File: src/rtl/counter_pkg.sv
// Shared types for the mod_counter family: count mode encoding and direction constants.
package counter_pkg;

    typedef enum logic [1:0] {
        MODE_UP     = 2'd0,
        MODE_DOWN   = 2'd1,
        MODE_BOUNCE = 2'd2,
        MODE_HOLD   = 2'd3
    } count_mode_t;

    localparam logic DIR_UP   = 1'b0;
    localparam logic DIR_DOWN = 1'b1;

endpackage

File: src/rtl/bin2gray.sv
// Combinational binary-to-Gray converter, used by mod_counter when COUNTER_GRAY_OUT_EN is defined.
module bin2gray #(
    parameter int WIDTH = 2
) (
    input  logic [WIDTH-1:0] bin_i,
    output logic [WIDTH-1:0] gray_o
);

    assign gray_o = bin_i ^ (bin_i >> 1);

endmodule

File: src/rtl/mod_counter.sv
// Parametrised up/down/bounce/hold counter with load, enable and terminal-count pulse.
// Optional registered Gray output is enabled by defining COUNTER_GRAY_OUT_EN.
module mod_counter
    import counter_pkg::*;
#(
    parameter int               WIDTH = 2,
    parameter logic [WIDTH-1:0] MAX   = {WIDTH{1'b1}}
) (
    input  logic             clk,
    input  logic             reset,
    input  logic             en,
    input  logic             load,
    input  logic [WIDTH-1:0] load_val,
    input  logic [1:0]       mode,
    output logic [WIDTH-1:0] Q,
    output logic             dir,
    output logic             tc
`ifdef COUNTER_GRAY_OUT_EN
    ,
    output logic [WIDTH-1:0] gray
`endif
);

    localparam logic [WIDTH-1:0] ONE = WIDTH'(1);

    count_mode_t      mode_e;
    logic [WIDTH-1:0] q_q, q_d;
    logic             dir_q, dir_d;
    logic             tc_q, tc_d;

    assign mode_e = count_mode_t'(mode);

    // NOTE: every output of this block gets a default first, so no path leaves one unassigned and no latch is inferred.
    always_comb begin
        q_d   = q_q;
        dir_d = dir_q;
        tc_d  = 1'b0;
        if (load) begin
            // Clamp rather than truncate so the count never leaves 0..MAX.
            q_d = (load_val > MAX) ? MAX : load_val;
        end else if (en) begin
            case (mode_e)
                MODE_UP: begin
                    dir_d = DIR_UP;
                    if (q_q == MAX) begin
                        q_d  = '0;
                        tc_d = 1'b1;
                    end else begin
                        q_d = q_q + ONE;
                    end
                end
                MODE_DOWN: begin
                    dir_d = DIR_DOWN;
                    if (q_q == '0) begin
                        q_d  = MAX;
                        tc_d = 1'b1;
                    end else begin
                        q_d = q_q - ONE;
                    end
                end
                MODE_BOUNCE: begin
                    if (dir_q == DIR_UP) begin
                        if (q_q == MAX) begin
                            dir_d = DIR_DOWN;
                            q_d   = MAX - ONE;
                            tc_d  = 1'b1;
                        end else begin
                            q_d = q_q + ONE;
                        end
                    end else begin
                        if (q_q == '0) begin
                            dir_d = DIR_UP;
                            q_d   = ONE;
                            tc_d  = 1'b1;
                        end else begin
                            q_d = q_q - ONE;
                        end
                    end
                end
                default: begin
                    q_d   = q_q;
                    dir_d = dir_q;
                end
            endcase
        end
    end

    // NOTE: state registers use non-blocking assignments so all flops update together at the edge.
    always_ff @(posedge clk) begin
        if (!reset) begin
            q_q   <= '0;
            dir_q <= DIR_UP;
            tc_q  <= 1'b0;
        end else begin
            q_q   <= q_d;
            dir_q <= dir_d;
            tc_q  <= tc_d;
        end
    end

    assign Q   = q_q;
    assign dir = dir_q;
    assign tc  = tc_q;

`ifdef COUNTER_GRAY_OUT_EN
    logic [WIDTH-1:0] gray_d, gray_q;

    // Converting the next count keeps gray aligned with Q in the same cycle.
    bin2gray #(.WIDTH(WIDTH)) u_bin2gray (
        .bin_i  (q_d),
        .gray_o (gray_d)
    );

    always_ff @(posedge clk) begin
        if (!reset) begin
            gray_q <= '0;
        end else begin
            gray_q <= gray_d;
        end
    end

    assign gray = gray_q;
`endif

endmodule

File: config.mk
export PLATFORM = sky130hd
export DESIGN_NAME = mod_counter
export DESIGN_NICKNAME = d
export VERILOG_FILES = /design/src/rtl/counter_pkg.sv /design/src/rtl/bin2gray.sv /design/src/rtl/mod_counter.sv
export SDC_FILE = /design/constraint.sdc
export NUM_CORES = 1
export LEC_CHECK = 0
export CORE_AREA = 2 2 39 41
export DETAILED_ROUTE_END_ITERATION = 7
export DIE_AREA = 0 0 41 43
export REMOVE_ABC_BUFFERS = 1
export SLEW_MARGIN = 20
export SYNTH_ARGS = -nofsm -noshare
export SYNTH_HDL_FRONTEND = slang
export SYNTH_SLANG_ARGS = --single-unit
File: constraint.sdc
create_clock -name clk -period 4.3 [get_ports clk]
set_input_delay 0.86 -clock clk [delete_from_list [all_inputs] [get_ports clk]]
set_output_delay 0.86 -clock clk [all_outputs]
set_load 0.1 [all_outputs]
## Word level (Yosys, flattened, before mapping)

Cells that the tools add are included.

- Register bits after elaboration: 4
- Output and inout bits: 4
- Word-level logic and storage cells: 36
- Input bits: 8

- Equal/unequal tests: 3
- Reductions and logical operators: 8
- $add $sub $neg: 2
- Bitwise operators: 3
- $lt $le $gt $ge: 1
- Multiplexer cells: 16

Operators with widths:

| operator | number |
|---|---|
| $mux W2 | 8 |
| $pmux W1 S3 | 2 |
| $pmux W2 S3 | 1 |
| $mux W1 | 5 |
| $eq A2 B2 Y1 const B | 2 |
| $logic_not A2 Y1 | 2 |
| $reduce_bool A4 Y1 | 1 |
| $not A1 Y1 | 3 |
| $reduce_and A3 Y1 | 1 |
| $reduce_bool A3 Y1 | 1 |
| $reduce_or A3 Y1 | 1 |
| $add A2 B1 Y2 const B | 1 |
| $eq A2 B1 Y1 const B | 1 |
| $gt A2 B2 Y1 const B | 1 |
| $reduce_and A2 Y1 | 1 |
| $reduce_bool A2 Y1 | 1 |
| $sub A2 B1 Y2 const B | 1 |

## Depth between registers and ports, before layout

- Depth in word-level cells: 6
- Mapped depth: 6
- Depth with buffers taken out: 6

## Least setup slack after synthesis

Ideal clock, no wire load.

- Path kind: register to register
- Start point: register q_q[0] (netlist: Q[0])
- End point: register tc_q (netlist: tc)
- Stages on the path, launching flop included: 6
- Setup slack: 2.248 ns
- Setup time: 0.125 ns
- Required time: 4.175 ns
- Buffers on the path: 0
- Arrival: 1.927 ns
- Clock period less this slack: 2.052 ns
- Cell sequence: dfxtp_1 > inv_1 > ha_1 > mux2_1 > a222oi_1 > nor2_1

- Word-level cells in the longest chain between the ends: 4
- Elaborated cells between the ends (all ways): 6
- Classes of those cells: eq/ne: 1; mux: 4; reduce/logical: 1

RTL lines:

| what | line | RTL |
|---|---|---|
| start, declared | mod_counter.sv:27 | `logic [WIDTH-1:0] q_q, q_d;` |
| start signal, assigned | mod_counter.sv:95 | `q_q <= q_d;` |
| $eq A2 B2 Y1 or $logic_not A2 Y1 (tied branches) | n/a |  |
| $mux W1 (on tied branches) | n/a |  |
| $mux W1 | mod_counter.sv:62 | `if (dir_q == DIR_UP) begin` |
| $pmux W1 S3 * | mod_counter.sv:42 | `case (mode_e)` |
| end signal, assigned | mod_counter.sv:97 | `tc_q <= tc_d;` |
| end, declared | mod_counter.sv:29 | `logic tc_q, tc_d;` |

Every way passes the cells marked *; elsewhere a longest branch is shown, timed or not.
A chain may end at the register's enable or synchronous reset.

## Worst setup path after layout

- Start point: register q_q[0] (netlist: Q[0])
- End point: output Q[0]

RTL lines:

| what | line | RTL |
|---|---|---|
| end, declared | mod_counter.sv:15 | `output logic [WIDTH-1:0] Q,` |

No word-level cell between the ends.

==> qor.yml <==
placement:
  dp_cells: 73
  post-dp-hpwl_um: 652
  gp_congestion: 0.777
  io_buffers: 11
sta:
  layout_min_cycle_time_ps: 2680
  tightest_slew_ps: 963
  finalHoldViolCount: 0
  finalCritPeriodShare_pct: 62.2
  max_freq_ghz: 0.374
  rsz0062_at_grt: "false"
  setup_viol: 0
  drv_slew: 0
  skew_ps: 2.96
  slew_headroom_pct: 35.6
  setup_tns_ps: 0
flow_run:
  maxCapViolations: 0
power:
  p_seq_share_pct: 29.8
  p_switching_w: 0.0000501
  power_frac_clock_pct: 31.2
  power_density_mw_per_mm2: 261
  leakagePower_nw: 0.237
  finalPower_w: 0.000143
  swShare_pct: 35.1
  ir_drop_v: 0.000192
  internal-power_w: 0.0000928
  p_comb_share_pct: 39.0
clocking:
  clk_pin_slew_ps: 40
  post_cts_resized: 0
  htreeDepth: 1
  tritoncts: "done"
  clock-root-buffer: "clkbuf_4"
  ctsHoldBuffers: 0
  cts_buffers: 3
  post_cts_buffers: 0
  cts_buffer_depth: 2
  cts.sinks: 4
  clock_latency_ps: 230
setup_path:
  path_cells: "clkdlybuf4s50_1"
  cp_slowest_stage_delay_ps: 1170
  startpoint_type: "flop"
  end_kind: "primary output"
  critical_path_buf_inv_count: 1
  worst-path-max-fanout: 6
  required_ps: 3440
  r2r_cells: 5
  crit_family: "buffers and inverters"
  cp.depth: 1
  cp_slowest_cell: "clkdlybuf4s50_1"
  path_class: "flop to primary output"
  cp.arrival_ps: 1820
global_routing:
  met3_usage_pct: 9.95
  grt_pass1_wl_um: 1300
  grt_antenna_before_repair: 0
  grt_overflow: 0
  use_met1_pct: 12.5
  grt.total_usage_pct: 11.3
  grtUsageMet2_pct: 16.3
  grt_pass1_vias: 333
  grt_max_degree: 8
  grt.busiest_layer: "met2"
synth:
  syn_area_um2: 399
  synth_area_per_cell_um2: 8.49
  synth_flop_cell: "dfxtp_1"
  syn_inst: 47
  synth_cell_types: 23
  synthArstFlopShare_pct: 0
  synth-edff-count: 0
  synth-seq-cells: 4
  yosysWarnings: 0
  synth.yosys.seq_area_share_pct: 20.1
cells_and_area:
  antenna_cells: 0
  syn2layout_area_growth_pct: 37.3
  instances_no_fill: 76
  num-fill-cells: 148
  final_nets: 78
  layout-drive-gt1-share_pct: 10.0
detailed_routing:
  vias: 384
  firstDrtPassIters: 4
  wl_per_cell_um: 10.6
  initialDrtViolationCount: 6
  ant_nets: 0
  drc: 0
  drt-total-wl_um: 806
  viasPerCell: 5.05
outcome:
  run_status: "completed"
min_path:
  min_path_cells: 2
  hp-class: "flop to flop"
die:
  die_area_mm2: 0.00176
  coreArea_mm2: 0.00138
  die_y_um: 43
  rows: 14
  pin_count: 12
  dieWidth_um: 41
  start_util_pct: 28.8
power by group through the flow:
| stage | Combinational, W | Clock (W) | Sequential, W |
|---|---|---|---|
| after floorplan | 0.0000228 | 0 | 0.0000587 |
| after global placement | 0.0000562 | 0 | 0.0000432 |
| after detailed placement | 0.0000559 | 0 | 0.0000433 |
| after CTS | 0.0000561 | 0.0000475 | 0.0000427 |
| after global routing | 0.0000606 | 0.0000521 | 0.0000430 |
| final | 0.0000557 | 0.0000445 | 0.0000426 |
routing by layer:
layer	share of wire, %	up-vias	wire [µm]
met5	0	-	0
met4	1.7	0	14
li1	-	195	-
met2	44	15	354
met3	8.7	2	70
met1	46	172	367
sequential cells by signal, indices dropped and copies added, names as in the netlist:
name  flops
Q         2
dir       1
tc        1
area by class of cell:
class | instances | area [µm²] | area share [%]
repair buffers | 11 | 110 | 20.1
flip-flops and latches | 4 | 80.1 | 14.6
inverters | 5 | 18.8 | 3.42
multi-input cells | 37 | 297 | 54.1
clock buffers | 3 | 22.5 | 4.11
well taps | 16 | 20.0 | 3.65
cell usage after synthesis, types with 2 or more instances:
library cell  number  area share, %
ha_1               8             25
dfxtp_1            4             20
o21ai_1            2            2.5
mux2i_1            2            5.0
o21ai_0            2            2.5
inv_1              5            4.7
a21oi_1            3            3.8
nand2_1            6            5.6
cells by family (layout without fill, tap and decap cells):
| group | after synthesis | count (layout) | share of synthesized area [%] |
|---|---|---|---|
| flops | 4 | 4 | 20.1 |
| mux | 4 | 4 | 10.7 |
| simple gates | 10 | 10 | 13.8 |
| fa+ha+maj | 8 | 8 | 25.1 |
| buf+inv | 6 | 19 | 5.64 |
| compound gates | 15 | 15 | 24.8 |
cells in the final DEF, fill, tap and decap left out:
cell type | netlist | final
clkdlybuf4s50_1 | 0 | 11
ha_1 | 8 | 8
nand2_1 | 6 | 6
inv_1 | 5 | 5
dfxtp_1 | 4 | 4
a21oi_1 | 3 | 3
clkbuf_4 | 0 | 3
mux2i_1 | 2 | 2
o21ai_1 | 2 | 2
o21ai_0 | 2 | 2
mux2_1 | 1 | 1
a222oi_1 | 1 | 1
nor3b_2 | 1 | 1
nor2_1 | 1 | 1
nand3_1 | 1 | 1
o311ai_0 | 1 | 1
or3_4 | 1 | 1
a21o_1 | 1 | 1
a311oi_1 | 1 | 1
mux2_2 | 1 | 1
o211ai_1 | 1 | 1
o22ai_1 | 1 | 1
a21boi_0 | 1 | 1
o21a_1 | 1 | 1
metrics by stage:
stage          setup slack [ps]  hold slack (ps)  cell area, µm²  utilization, %
2_1_floorplan              2250              927             395               -
3_3_place_gp               1690              539             526            38.0
3_5_place_dp               1630              546             526            38.0
4_1_cts                    1610              551             548            39.6
5_1_grt                    1560              574             548            39.6
6_report                   1620              535             548            39.6
final timing paths:
check | start | to | slack [ps]
worst max-delay path | Q[0] | Q[0] | 1620
worst min-delay path | Q[1] | Q[1] | 540
worst max register to register | Q[0] | tc | 2800
worst min register to register | Q[1] | Q[1] | 540
No activity file was read; power rests on OpenSTA's default activity.
